===== src/rtl/serial_adder_ctrl_pkg.sv =====
// Shared types and helpers for the bit-serial adder controller.
package serial_adder_ctrl_pkg;

    typedef enum logic [1:0] {
        S_IDLE   = 2'd0,
        S_PH_AB  = 2'd1,
        S_PH_SC  = 2'd2,
        S_FINISH = 2'd3
    } state_e;

    // Bit-index counter width; never narrower than one bit, even for WIDTH=1.
    function automatic int idx_width(input int w);
        return (w <= 1) ? 1 : $clog2(w);
    endfunction

endpackage


===== src/rtl/serial_adder_ctrl_if.sv =====
// Start/busy/done handshake plus operand and result buses for serial_adder_ctrl.
interface serial_adder_ctrl_if #(
    parameter int WIDTH = 8
);
    logic             start;
    logic [WIDTH-1:0] a;
    logic [WIDTH-1:0] b;
    logic             busy;
    logic             done;
    logic [WIDTH-1:0] sum;
    logic             cout;

    modport master (output start, a, b, input busy, done, sum, cout);
    modport slave  (input start, a, b, output busy, done, sum, cout);
endinterface


===== src/rtl/serial_adder_ctrl_half_adder_cell.sv =====
// Single combinational half-adder cell, time-shared by the serial adder.
module half_adder_cell (
    input  logic x,
    input  logic y,
    output logic s,
    output logic c
);
    assign s = x ^ y;
    assign c = x & y;
endmodule


===== src/rtl/serial_adder_ctrl.sv =====
// Bit-serial ripple-carry adder: one half-adder cell, two passes per operand bit.
//
// state    | meaning
// ---------+---------------------------------------------------------
// S_IDLE   | waiting for start; operands captured when it is seen
// S_PH_AB  | pass 1: opa[0] + opb[0] -> s1/c1
// S_PH_SC  | pass 2: s1 + carry -> result bit, carry update, shift
// S_FINISH | done pulse; new sum/cout visible this cycle
module serial_adder_ctrl
    import serial_adder_ctrl_pkg::*;
#(
    parameter int WIDTH = 8
) (
    input  logic                CLOCK_50,
    input  logic                KEY0,
    serial_adder_ctrl_if.slave  bus
);

    localparam int                IDXW = idx_width(WIDTH);
    localparam logic [IDXW-1:0]   LAST = IDXW'(WIDTH - 1);

    state_e           state_q, state_d;
    logic [WIDTH-1:0] opa_q, opa_d;
    logic [WIDTH-1:0] opb_q, opb_d;
    logic [WIDTH-1:0] res_q, res_d;
    logic [WIDTH-1:0] sum_q, sum_d;
    logic [IDXW-1:0]  idx_q, idx_d;
    logic             s1_q, s1_d;
    logic             c1_q, c1_d;
    logic             carry_q, carry_d;
    logic             cout_q, cout_d;

    logic             ha_x, ha_y, ha_s, ha_c;
    logic [WIDTH-1:0] res_next;

    always_comb begin
        ha_x = opa_q[0];
        ha_y = opb_q[0];
        if (state_q == S_PH_SC) begin
            ha_x = s1_q;
            ha_y = carry_q;
        end
    end

    half_adder_cell u_ha (
        .x (ha_x),
        .y (ha_y),
        .s (ha_s),
        .c (ha_c)
    );

    assign res_next = WIDTH'({ha_s, res_q} >> 1);

    always_comb begin
        state_d = state_q;
        opa_d   = opa_q;
        opb_d   = opb_q;
        res_d   = res_q;
        sum_d   = sum_q;
        idx_d   = idx_q;
        s1_d    = s1_q;
        c1_d    = c1_q;
        carry_d = carry_q;
        cout_d  = cout_q;
        case (state_q)
            S_IDLE: begin
                if (bus.start) begin
                    opa_d   = bus.a;
                    opb_d   = bus.b;
                    carry_d = 1'b0;
                    idx_d   = '0;
                    state_d = S_PH_AB;
                end
            end
            S_PH_AB: begin
                s1_d    = ha_s;
                c1_d    = ha_c;
                state_d = S_PH_SC;
            end
            S_PH_SC: begin
                res_d   = res_next;
                carry_d = c1_q | ha_c;
                opa_d   = opa_q >> 1;
                opb_d   = opb_q >> 1;
                if (idx_q == LAST) begin
                    // Output registers load on the edge into FINISH so the new
                    // result is already visible while done is high.
                    sum_d   = res_next;
                    cout_d  = c1_q | ha_c;
                    state_d = S_FINISH;
                end else begin
                    idx_d   = idx_q + 1'b1;
                    state_d = S_PH_AB;
                end
            end
            S_FINISH: begin
                state_d = S_IDLE;
            end
            default: begin
                state_d = S_IDLE;
            end
        endcase
    end

    always_ff @(posedge CLOCK_50 or negedge KEY0) begin
        if (!KEY0) begin
            state_q <= S_IDLE;
            opa_q   <= '0;
            opb_q   <= '0;
            res_q   <= '0;
            sum_q   <= '0;
            idx_q   <= '0;
            s1_q    <= 1'b0;
            c1_q    <= 1'b0;
            carry_q <= 1'b0;
            cout_q  <= 1'b0;
        end else begin
            state_q <= state_d;
            opa_q   <= opa_d;
            opb_q   <= opb_d;
            res_q   <= res_d;
            sum_q   <= sum_d;
            idx_q   <= idx_d;
            s1_q    <= s1_d;
            c1_q    <= c1_d;
            carry_q <= carry_d;
            cout_q  <= cout_d;
        end
    end

    assign bus.busy = (state_q == S_PH_AB) || (state_q == S_PH_SC);
    assign bus.done = (state_q == S_FINISH);
    assign bus.sum  = sum_q;
    assign bus.cout = cout_q;

endmodule

===== src/flat_wrapper.sv =====
// flat-port wrapper written by rule: the top's interface ports become plain ports
module serial_adder_ctrl_flat import serial_adder_ctrl_pkg::*;
#(
    parameter int WIDTH = 8
)
  (CLOCK_50, KEY0, bus_start, bus_a, bus_b, bus_busy, bus_done, bus_sum, bus_cout);
  serial_adder_ctrl_if #(.WIDTH(WIDTH)) bus_i ();
  input  logic CLOCK_50;
  input  logic KEY0;
  input wire logic [$bits(bus_i.start)-1:0] bus_start;
  input wire logic [$bits(bus_i.a)-1:0] bus_a;
  input wire logic [$bits(bus_i.b)-1:0] bus_b;
  output wire logic [$bits(bus_i.busy)-1:0] bus_busy;
  output wire logic [$bits(bus_i.done)-1:0] bus_done;
  output wire logic [$bits(bus_i.sum)-1:0] bus_sum;
  output wire logic [$bits(bus_i.cout)-1:0] bus_cout;
  assign bus_i.start = bus_start;
  assign bus_i.a = bus_a;
  assign bus_i.b = bus_b;
  assign bus_busy = bus_i.busy;
  assign bus_done = bus_i.done;
  assign bus_sum = bus_i.sum;
  assign bus_cout = bus_i.cout;
  serial_adder_ctrl #(.WIDTH(WIDTH)) u_core (.CLOCK_50(CLOCK_50), .KEY0(KEY0), .bus(bus_i));
endmodule

===== config.mk =====
export PLATFORM = sky130hd
export DESIGN_NAME = serial_adder_ctrl_flat
export DESIGN_NICKNAME = d
export VERILOG_FILES = /design/src/rtl/serial_adder_ctrl_pkg.sv /design/src/rtl/serial_adder_ctrl_if.sv /design/src/rtl/serial_adder_ctrl_half_adder_cell.sv /design/src/rtl/serial_adder_ctrl.sv /design/src/flat_wrapper.sv
export SDC_FILE = /design/constraint.sdc
export NUM_CORES = 1
export LEC_CHECK = 0
export CAP_MARGIN = 20
export CORE_UTILIZATION = 40
export DETAILED_ROUTE_END_ITERATION = 8
export GPL_ROUTABILITY_DRIVEN = 0
export GPL_TIMING_DRIVEN = 0
export SLEW_MARGIN = 10
export SYNTH_ARGS = -nofsm -noshare
export SYNTH_HDL_FRONTEND = slang
export SYNTH_SLANG_ARGS = --single-unit

===== constraint.sdc =====
create_clock -name CLOCK_50 -period 2.3 [get_ports CLOCK_50]
set_clock_uncertainty 0.05 [all_clocks]
set_input_delay 0.46 -clock CLOCK_50 [delete_from_list [all_inputs] [get_ports CLOCK_50]]
set_output_delay 0.46 -clock CLOCK_50 [all_outputs]
set_load 0.03 [all_outputs]

# After elaboration in Yosys (flattened, before gate mapping)
# Index checks and enable logic that the tools add are counted.
# Widths: inputs -> output; s select.
[word_totals]
input_bits = 19
latchBits = 0
mem_count = 0
mem_bits_rw = 0
rom_bits = 0
out_inout_bits = 11
wordCells = 40
ff_bits = 41
[classes]
add_sub_neg = 1
bitwise = 3
mul = 0
n_mux = 14
order_cmp = 0
reduce_logical = 6
shifts = 0
eq_ne = 6
div = 0
[ops]
columns = ["op", "count"]
rows = [
  ["$pmux 8 s2", 2],
  ["$mux 8", 2],
  ["$pmux 2 s4", 1],
  ["$mux 3", 2],
  ["$pmux 3 s2", 1],
  ["$eq 2x2->1 const B", 2],
  ["$mux 2", 2],
  ["$ne 2x2->1 const B", 2],
  ["$reduce_and 2->1", 2],
  ["$add 3x1->3 const B", 1],
  ["$eq 3x3->1 const B", 1],
  ["$mux 1", 3],
  ["$reduce_and 3->1", 1],
  ["$eq 2x1->1 const B", 1],
  ["$logic_not 2->1", 1],
  ["$pmux 1 s2", 1],
  ["$reduce_bool 2->1", 1],
  ["$and 1x1->1", 1],
  ["$logic_or 1x1->1", 1],
  ["$or 1x1->1", 1],
  ["$xor 1x1->1", 1],
]

# Depth between registers and ports, before layout
# Gate-level depths: netlist (run 1).
[logic_depth]
ltp_word = 5
mapped_depth = 8
mapped_depth_nobuf = 6

# Cells and area by module
# A second synthesis (run 1) with hierarchy kept.
[hier_totals]
hier_cells = 174
hier_area_um2 = 1990.7
[by_module_without_submodules]
columns = ["module", "instances", "seq_area_each_um2", "area_each_um2", "cells_each"]
rows = [
  ["serial_adder_ctrl", 1, 1001.0, 1978.1, 173],
  ["half_adder_cell", 1, 0.0, 12.5, 1],
]

# Worst setup path after synthesis (run 1)
# No wires, ideal clock.
[synth_timing]
path_kind = "reg-to-reg"
start = "reg u_core.state_q[0]"
end = "reg u_core.res_q[7]"
n_path_buf = 2
setup_slack_ns = 0.188
period_less_slack_ns = 2.112
setup_time_ns = 0.125
path_stages_with_launch = 8
t_required_ns = 2.125
arrival_time_ns = 1.938
cell_sequence = "dfrtp_1 -> inv_1 -> ha_1 -> clkbuf_1 -> buf_2 -> mux2_2 -> ha_1 -> mux2_2"
[synth_between]
elab_chain_cells = 3
elab_cells_between_ends = 4
classes_between = "eq/ne: 1; mux: 2; bitwise: 1"
[synth_rtl]
columns = ["element", "line_no", "source"]
rows = [
  ["from (decl)", "serial_adder_ctrl.sv:22", "state_e state_q, state_d;"],
  ["from (signal assigned)", "serial_adder_ctrl.sv:118", "state_q <= state_d;"],
  ["$eq 2x2->1 (*)", "serial_adder_ctrl.sv:39", "if (state_q == S_PH_SC) begin"],
  ["$mux 1", "serial_adder_ctrl.sv:39", ""],
  ["$xor 1x1->1 (*)", "serial_adder_ctrl_half_adder_cell.sv:8", "assign s = x ^ y;"],
  ["named net u_core.ha_s", "serial_adder_ctrl.sv:33", "logic ha_x, ha_y, ha_s, ha_c;"],
  ["to (signal assigned)", "serial_adder_ctrl.sv:121", "res_q <= res_d;"],
  ["to (decl)", "serial_adder_ctrl.sv:25", "logic [WIDTH-1:0] res_q, res_d;"],
]
# Mark *: on every way through the listed nets, which the timed path passes. The rest lies on a longest branch.
# A chain may end at the register's enable or synchronous reset.

# Final worst setup path (run 1)
[layout_timing]
start = "reg u_core.state_q[0]"
end = "reg u_core.s1_q"
[layout_between]
elab_chain_cells = 3
elab_cells_between_ends = 5
classes_between = "eq/ne: 2; mux: 2; bitwise: 1"
[layout_rtl]
columns = ["element", "line_no", "source"]
rows = [
  ["$eq 2x2->1 (*)", "serial_adder_ctrl.sv:39", ""],
  ["$mux 1", "serial_adder_ctrl.sv:39", ""],
  ["$xor 1x1->1 (*)", "serial_adder_ctrl_half_adder_cell.sv:8", ""],
  ["named net u_core.ha_s", "serial_adder_ctrl.sv:33", ""],
  ["to (signal assigned)", "serial_adder_ctrl.sv:113", "s1_q <= 1'b0;"],
  ["to (signal assigned)", "serial_adder_ctrl.sv:124", "s1_q <= s1_d;"],
  ["to (decl)", "serial_adder_ctrl.sv:28", "logic s1_q, s1_d;"],
]
# Marks and branches as above.

==> summary.md, run 1 <==
| Metric | Value |
|---|---|
| Layout Cells excl Fill | 277 |
| Fin. Hold Viols | 0 |
| GRT overflow | 0 |
| Fin crit share | 93.1% |
| TritonCTS clock tree | built |
| Yosys reg bits | 40 |
| Adder-Cell Fraction of Synth Area | between 5 and 6% |
| Core ar. | between 4000 and 5000 sq um |
| Worst setup EP type | flop |
| Worst vdd ir | 0.000524 V |
| Final net count | about 240 |
| Multi-input gate area | 895 sq um |
| CP Launch Type | flop |
| Number of buffers created by CTS | 5 |
| Routed WL | approximately 4200 microns |
| Setup TNS | 0 ps |
| LEAKAGE | between 0.001 and 0.0015 uW |
| Initial antenna violation count | 0 |
| Post-Synth Simple-Gate Area | 13.2% |
| Storage cell area | 1000 sq um |
| Starting DRT DRC Count | 119 |
| H-tree levels | 2 |
| Drt first pass iters | 4 |
| Mux cell area share after synthesis | 11.3% |
| Slew headroom | between 60% and 70% |
| Global-route wire length before repair | 6780 microns |
| Avg WL per Cell | between 15 and 20 microns |
| Via/cell ratio | 5.37 |
| Critical Path AT | 2270 ps |
| Syn-to-layout area delta | 24.3% |
| Worst-path fanout max | 10 |
| N_diodes | 0 |
| Pin count of the biggest net entering global routing | 25 |
| Status | finished, final reports clean |
| Synth cell types | 22 |
| CP Buf/Inv Count | 2 |
| Fillers | 427 |
| Cell Rows | 25 |
| Avg Inst Size Synth | 11.4 sq um |
| Placed Instances | 270 |
| Gr usage total | 17.1% |
| Peak per-stage delay on the critical path | between 400 and 500 ps |
| IO Port Bufs | 28 |
| Syn Inst Count | 174 |
| Clock-pin slew on the worst setup and hold paths | 80 ps |
| Commonest non-fill, non-tap cell in the layout | dfrtp_1 |
| Number of I/O pins | 30 |
| CP cell instances | inv_1 > ha_2 > buf_4 > mux2_2 > ha_1 > mux2_2 |
| Setup Buffers After CTS | 0 |
| Pwr dens | 1240 nW/um^2 |
| Maxcap violations | 0 |
| Vias in the first global route | 1445 |
| Final ANT Viol Nets | 0 |
| Synth warn | 0 |
| Largest delay share family, worst path | multiplexers |
| Worst skew pair latency | slightly below 300 ps |
| Mapped Nets | between 200 and 250 |
| Compound-Gate Fraction of Synth Area | 15.3% |
| Die area | 5260 sq um |
| FMAX | 0.467 GHz |
| XOR/XNOR Fraction of Synth Area | 0% |
| Worst Hold Slack | 52.5 ps |
| Hpwl dp | about 3000 microns |
| Hold buffer count at cts | 0 |
| Post-layout minimum cycle time | 2140 ps |
| Main combinational cell family by area after synthesis | compound AO/OA/AOI/OAI gates |
| Final max-slew violation count | 0 |
| Remaining routing DRC violations | 0 |
| Crit-path slowest cell | dfrtp_1 |
| Chip Height | ~73 microns |
| Root buffer cell | clkbuf_8 |
| Top cell by count, worst path | mux2_2 |
| Commonest non-fill, non-tap cells in the layout | dfrtp_1 (40), clkdlybuf4s50_1 (26), mux2_2 (19) |
| Crit Path Category | reg2reg |
| Clock sinks | 40 |
| Final setup violation count | 0 |
| Clk buf depth | 2 |
| Worst EP required | 2430 ps |
| Via count | 1487 |
| Min-delay worst type | in2async |
| Synth Cell Area | approximately 2000 sq um |
| Chip Width | 72.5 microns |
| Sequential-to-total area share from yosys stat | between 50% and 60% |
| Starting Density | 41.9% |
| Actual slew at the worst max-slew pin | between 400 and 500 ps |
| Layout cell share with drive strength beyond 1 | 21.0% |
| RSZ-0062 raised after global routing | no |
## cells in the mapped netlist (all sizes together)
| master | number | area [sq um] |
|---|---|---|
| mux2 | 19 | 214 |
| o21ai | 9 | 45.0 |
| ha | 8 | 100 |
| and2 | 1 | 8.76 |
| dfrtp | 40 | 1000 |
| clkbuf | 4 | 15.0 |
| nor2 | 1 | 3.75 |
| nand2b | 17 | 114 |
| a221o | 14 | 140 |
| mux2i | 1 | 10.0 |
| a22o | 3 | 26.3 |
| inv | 2 | 7.51 |
| nor2b | 3 | 26.3 |
| a31oi | 3 | 18.8 |
| or2 | 1 | 6.26 |
| nand2 | 9 | 33.8 |
| nand3 | 14 | 70.1 |
| a21oi | 15 | 75.1 |
| buf | 10 | 75.1 |
## layout make-up
cell class              count  share of cell area (%)
flip-flops and latches     40                    40.5
multi-input cells         118                    36.2
repair buffers             29                    12.3
plain buffers              13                    3.59
well taps                  67                    3.39
clock buffers               5                    2.78
clock inverters             3                   0.961
inverters                   2                   0.303
## registers in the layout (all words and copies together), names as in the netlist
name,cells
u_core.bus.sum,8
u_core.opa_q,8
u_core.opb_q,8
u_core.res_q,7
u_core.idx_q,3
u_core.state_q,2
u_core.bus.cout,1
u_core.c1_q,1
u_core.carry_q,1
u_core.s1_q,1
## where the power goes
part / switching (uW) / internal, uW
clock network: 256 / 215
registers: 195 / 965
logic: 725 / 713
total: 1180 / 1890
## cell families (layout without fill, tap and decap cells)
group                      count (synthesis)  in the layout
adders and majority gates                  8              8
and+or+nand+nor                           46             46
muxes                                     20             20
buffers and inverters                     16             52
AOI/OAI and AO/OA                         44             44
DFF                                       40             40
## layer usage
layer | share of wire (%) | up-vias | GRT usage [%]
li1 | - | 697 | -
met1 | 43 | 727 | 21.2
met2 | 49 | 59 | 28.3
met3 | 7.0 | 4 | 5.14
met4 | 0.80 | 0 | 5.88
met5 | 0 | - | 0
## repair_timing
action,in CTS,in global routing
pin swaps,0,0
setup endpoints to repair,3,6
gates resized for setup,1,2
cloned,0,0
endpoints found under the hold margin,0,0
## metrics by stage
stage | worst slack [ps] | utilization [%] | cell area [sq um] | power [uW]
CTS | 6.36 | 52.0 | 2470 | 3090
detailed placement | -46.1 | 50.0 | 2380 | 2600
global placement | -254 | 49.5 | 2350 | 2510
floorplan | 188 | - | 1990 | 2190
global route | 41.1 | 52.0 | 2470 | 3290
finish | 159 | 52.0 | 2470 | 3070
## worst paths after layout
path                       cells past startpoint                           from                           to  slack, ps
max in group asynchronous                      2                           KEY0      u_core.s1_q$_DFFE_PN0N_       1690
max reg2reg                                    6  u_core.state_q[0]$_DFFE_PN0P_      u_core.s1_q$_DFFE_PN0N_        160
min in group CLOCK_50                          2     u_core.carry_q$_DFFE_PN0P_   u_core.carry_q$_DFFE_PN0P_        450
max                                            6  u_core.state_q[0]$_DFFE_PN0P_      u_core.s1_q$_DFFE_PN0N_        160
min reg2reg                                    2     u_core.carry_q$_DFFE_PN0P_   u_core.carry_q$_DFFE_PN0P_        450
min                                            1                           KEY0  u_core.idx_q[0]$_DFFE_PN0P_         50
Note: power is estimated with default switching activity, not from simulation.
==> run 2: changes to the inputs <==
- clock period: 2.3 -> 2.6 ns (I/O delays scaled with it)
==> summary.md, run 2 (same netlist as run 1, synthesis figures left out) <==
| Metric | Value |
|---|---|
| Chip Width | 72.5 microns |
| Final ANT Viol Nets | 0 |
| Worst vdd ir | between 0.0004 and 0.0005 V |
| Cell Rows | 25 |
| Number of I/O pins | 30 |
| H-tree levels | 2 |
| Clock share of power | 15.4% |
| Net Switching | 1040 uW |
| Number of buffers created by CTS | 5 |
| Root buffer cell | clkbuf_8 |
| Worst setup endpoint | u_core.s1_q$_DFFE_PN0N_ |
| Peak per-stage delay on the critical path | 420 ps |
| Initial antenna violation count | 0 |
| Starting Density | 41.9% |
| Final max-slew violation count | 0 |
| Hold buffer count at cts | 0 |
| Clk buf depth | 2 |
| R2R Path Start | u_core.state_q[0]$_DFFE_PN0P_ |
| Final net count | 237 |
| Gr usage total | 17.0% |
| Die area | 5260 sq um |
| CP Launch Type | flop |
| Actual slew at the worst max-slew pin | 478 ps |
| Layout cell share with drive strength beyond 1 | 20.4% |
| Slew headroom | about 68% |
| Commonest non-fill, non-tap cells in the layout | dfrtp_1 (40), clkdlybuf4s50_1 (27), mux2_2 (19) |
| Syn-to-layout area delta | 24.1% |
| Pwr dens | 1100 nW/um^2 |
| RSZ-0062 raised after global routing | no |
| R2R Path End | u_core.s1_q$_DFFE_PN0N_ |
| Layout Cells excl Fill | 278 |
| Critical Path AT | 2470 ps |
| Worst Hold Slack | ~110 ps |
| Remaining routing DRC violations | 0 |
| Reg2Reg Depth | 7 |
| Fin crit share | 90.1% |
| Starting DRT DRC Count | 132 |
| N_diodes | 0 |
| Worst EP required | 2730 ps |
| Routed WL | 4220 microns |
| Via count | ~1500 |
| Setup Buffers After CTS | 0 |
| Min-delay worst type | in2async |
| FMAX | ~0.43 GHz |
| GRT overflow | 0 |
| Pin count of the biggest net entering global routing | 25 |
| R2R Setup Slk | approximately 260 ps |
| Combinational share of power | 46.8% |
| Vias in the first global route | 1441 |
| Fin. Hold Viols | 0 |
| Share of power burned in registers | 37.8% |
| Post-layout minimum cycle time | 2340 ps |
| Maxcap violations | 0 |
| Clock sinks | 40 |
| Post-cts sizing count | 0 |
| IO Port Bufs | 28 |
| Global-route wire length before repair | 6760 microns |
| Placed Instances | 270 |
| Core ar. | between 4000 and 5000 sq um |
| CP cell instances | inv_1 > ha_1 > clkbuf_1 > buf_2 > mux2_2 > ha_1 > mux2_2 |
| Final setup violation count | 0 |
| Fillers | 427 |
| Crit-path slowest cell | dfrtp_1 |
| Chip Height | just over 70 microns |
| Worst skew pair latency | 290 ps |
| Worst setup EP type | flop |
| Crit Path Category | reg2reg |
| Clock-pin slew on the worst setup and hold paths | 80 ps |
| Hpwl dp | 2990 microns |
| Status | finished, final reports clean |
| Internal power | 1670 uW |
| Worst-path fanout max | 10 |
| Commonest non-fill, non-tap cell in the layout | dfrtp_1 |
| TritonCTS clock tree | built |
| Crit. Startpoint | u_core.state_q[0]$_DFFE_PN0P_ |
| Switching part of the total power | 38.4% |
| Drt first pass iters | 4 |
| Via/cell ratio | 5.39 |
| Avg WL per Cell | around 15 microns |
| LEAKAGE | about 0.0011 uW |
run 2: metrics by stage:
| step | util [%] | power (uW) | cell area (sq um) | setup slack [ps] | TNS [ps] |
|---|---|---|---|---|---|
| 2_1_floorplan | - | 1940 | 1990 | 488 | 0 |
| 3_3_place_gp | 49.5 | 2220 | 2350 | -14.3 | -513 |
| 3_5_place_dp | 50.0 | 2300 | 2380 | 254 | 0 |
| 4_1_cts | 51.9 | 2730 | 2470 | 242 | 0 |
| 5_1_grt | 51.9 | 2900 | 2470 | 78.5 | 0 |
| 6_report | 51.9 | 2710 | 2470 | 258 | 0 |
run 2: power by group through the flow:
stage	Sequential [uW]	Combinational, uW	Clock (uW)
6_report	1020	1270	418
5_1_grt	1050	1380	464
4_1_cts	1020	1280	435
3_5_place_dp	1030	1270	0
3_3_place_gp	1020	1210	0
2_1_floorplan	1020	925	0
run 2: final cells by class:
class / count / area (sq um) / area share, %
flip-flops and latches: 40 / 1000 / 40.5
multi-input cells: 118 / 892 / 36.1
repair buffers: 29 / 303 / 12.3
plain buffers: 14 / 90.1 / 3.65
well taps: 67 / 83.8 / 3.39
clock buffers: 5 / 68.8 / 2.79
clock inverters: 3 / 23.8 / 0.963
inverters: 2 / 7.51 / 0.304
run 2: worst min path at each step:
stage                          startpoint  slack [ps]                             to
4_1_cts                              KEY0         110    u_core.res_q[5]$_DFFE_PN0P_
3_5_place_dp                         KEY0         430    u_core.idx_q[0]$_DFFE_PN0P_
6_report                             KEY0         110    u_core.idx_q[0]$_DFFE_PN0P_
3_3_place_gp   u_core.carry_q$_DFFE_PN0P_         410     u_core.carry_q$_DFFE_PN0P_
5_1_grt                              KEY0         120  u_core.bus.sum[4]$_DFFE_PN0P_
2_1_floorplan                        KEY0         170    u_core.bus.cout$_DFFE_PN0P_
run 2: critical path: cells and delay by family (launching register included):
family | cells | cell delay (ps)
adders and majority gates | 2 | 500
muxes | 2 | 650
DFF | 1 | 420
buffers and inverters | 3 | 620
run 2: routing by layer:
layer	share of wire [%]	GRT usage, %
met1	44	21.2
met3	6.6	5.14
met2	48	28.1
met4	1.0	5.88
met5	0	0
==> run 3: changes to the inputs <==
- GPL_TIMING_DRIVEN: 0 -> not set
==> summary.md, run 3 (same netlist as run 1, synthesis figures left out) <==
| Metric | Value |
|---|---|
| Status | finished, final reports clean |
| Chip Height | 72.5 microns |
| Worst setup EP type | output pin |
| Gr usage total | 15.9% |
| IO Port Bufs | 29 |
| Routed WL | a little under 4000 microns |
| Setup TNS | 0 ps |
| Pin count of the biggest net entering global routing | 41 |
| Min-delay worst type | in2async |
| Post-route setup slack | 296 ps |
| Crit Path Category | reg2out |
| Crit-path slowest cell | clkdlybuf4s50_1 |
| Reg2Reg Depth | 5 |
| Storage cell area | 1000 sq um |
| Commonest non-fill, non-tap cells in the layout | dfrtp_1 (40), clkdlybuf4s50_1 (28), mux2_2 (19) |
| TritonCTS clock tree | built |
| Die area | 5260 sq um |
| Final ANT Viol Nets | 0 |
| Number of I/O pins | 30 |
| Fin crit share | 88.6% |
| Drt first pass iters | 4 |
| Via/cell ratio | 5.30 |
| Worst EP required | 2030 ps |
| Global-route wire length before repair | 6290 microns |
| Setup Buffers After CTS | 0 |
| Cell Rows | 25 |
| Chip Width | 72.5 microns |
| Via count | 1414 |
| Syn-to-layout area delta | 19.8% |
| Worst skew pair latency | 280 ps |
| R2R Setup Slk | 570 ps |
| GRT overflow | 0 |
| R2R Path End | u_core.bus.sum[3]$_DFFE_PN0P_ |
| H-tree levels | 2 |
| Maxcap violations | 0 |
| Hold buffer count at cts | 0 |
| Actual slew at the worst max-slew pin | 877 ps |
| Starting Density | 41.9% |
| Post-cts sizing count | 0 |
| Worst-path fanout max | 5 |
| Number of buffers created by CTS | 5 |
| Placed Instances | between 200 and 300 |
| Initial antenna violation count | 0 |
| CP cell instances | inv_1 > ha_1 > clkdlybuf4s50_1 |
| Dpl ws | 517 ps |
| Worst Hold Slack | roughly 300 ps |
| Root buffer cell | clkbuf_8 |
| Slew headroom | 41.5% |
| Final net count | 226 |
| Layout Cells excl Fill | 267 |
| Multi-input gate area | 892 sq um |
| FMAX | 0.434 GHz |
| Vias in the first global route | 1329 |
| Clock-pin slew on the worst setup and hold paths | 70 ps |
| Starting DRT DRC Count | 102 |
| Peak per-stage delay on the critical path | 660 ps |
| Final max-slew violation count | 0 |
| Layout cell share with drive strength beyond 1 | 17.5% |
| Commonest non-fill, non-tap cell in the layout | dfrtp_1 |
| CP Launch Type | flop |
| Critical Path AT | 1730 ps |
| Pwr dens | 1100 nW/um^2 |
| Remaining routing DRC violations | 0 |
| R2R Path Start | u_core.state_q[0]$_DFFE_PN0P_ |
| Core ar. | approximately 4800 sq um |
| RSZ-0062 raised after global routing | no |
| Post-layout minimum cycle time | 2300 ps |
| Clk buf depth | 2 |
| Clock sinks | 40 |
| LEAKAGE | between 0.001 and 0.0015 uW |
| Avg WL per Cell | roughly 15 microns |
| Worst vdd ir | 0.000450 V |
| Hpwl dp | 2530 microns |
| Final setup violation count | 0 |
| N_diodes | 0 |
| Fin. Hold Viols | 0 |
| Fillers | 441 |
run 3: per-layer routing:
metal  global-route usage, %  wire (microns)
met1                    21.6            1860
met2                    24.4            1870
met3                    3.75             165
met4                    6.54              17
met5                       0               0
run 3: worst max-delay path: cells and delay by family, from the launching register on:
kind	cells	cell delay, ps
buffers and inverters	2	760
DFF	1	410
adders and majority gates	1	290
run 3: per-stage QoR:
| stage | power [uW] | utilization (%) | area, sq um |
|---|---|---|---|
| 6_report | 2620 | 50.2 | 2380 |
| 5_1_grt | 2820 | 50.2 | 2380 |
| 3_3_place_gp | 2170 | 48.2 | 2290 |
| 3_5_place_dp | 2220 | 48.2 | 2290 |
| 4_1_cts | 2650 | 50.2 | 2380 |
| 2_1_floorplan | 1940 | - | 1990 |
run 3: cell type report:
| type | instances | share of cell area [%] |
|---|---|---|
| clock inverters | 2 | 0.420 |
| flip-flops and latches | 40 | 42.0 |
| multi-input cells | 118 | 37.4 |
| repair buffers | 32 | 12.9 |
| clock buffers | 6 | 3.46 |
| well taps | 67 | 3.52 |
| inverters | 2 | 0.315 |
run 3: how the worst max path moves through the flow:
stage	from	to	slack, ps
floorplan	u_core.state_q[0]$_DFFE_PN0P_	u_core.res_q[7]$_DFFE_PN0P_	490
global placement	bus_start	u_core.idx_q[1]$_DFFE_PN0P_	600
detailed placement	u_core.state_q[0]$_DFFE_PN0P_	u_core.bus.sum[3]$_DFFE_PN0P_	520
CTS	u_core.state_q[1]$_DFFE_PN0P_	bus_busy	280
global route	u_core.state_q[1]$_DFFE_PN0P_	bus_busy	220
finish	u_core.state_q[1]$_DFFE_PN0P_	bus_busy	300
run 3: where the power goes:
group / total [uW] / switching, uW / internal (uW) / leakage [uW]
clock: 413 / 202 / 212 / 0.0000510
combinational: 1180 / 601 / 582 / 0.000476
sequential: 1020 / 170 / 854 / 0.000522
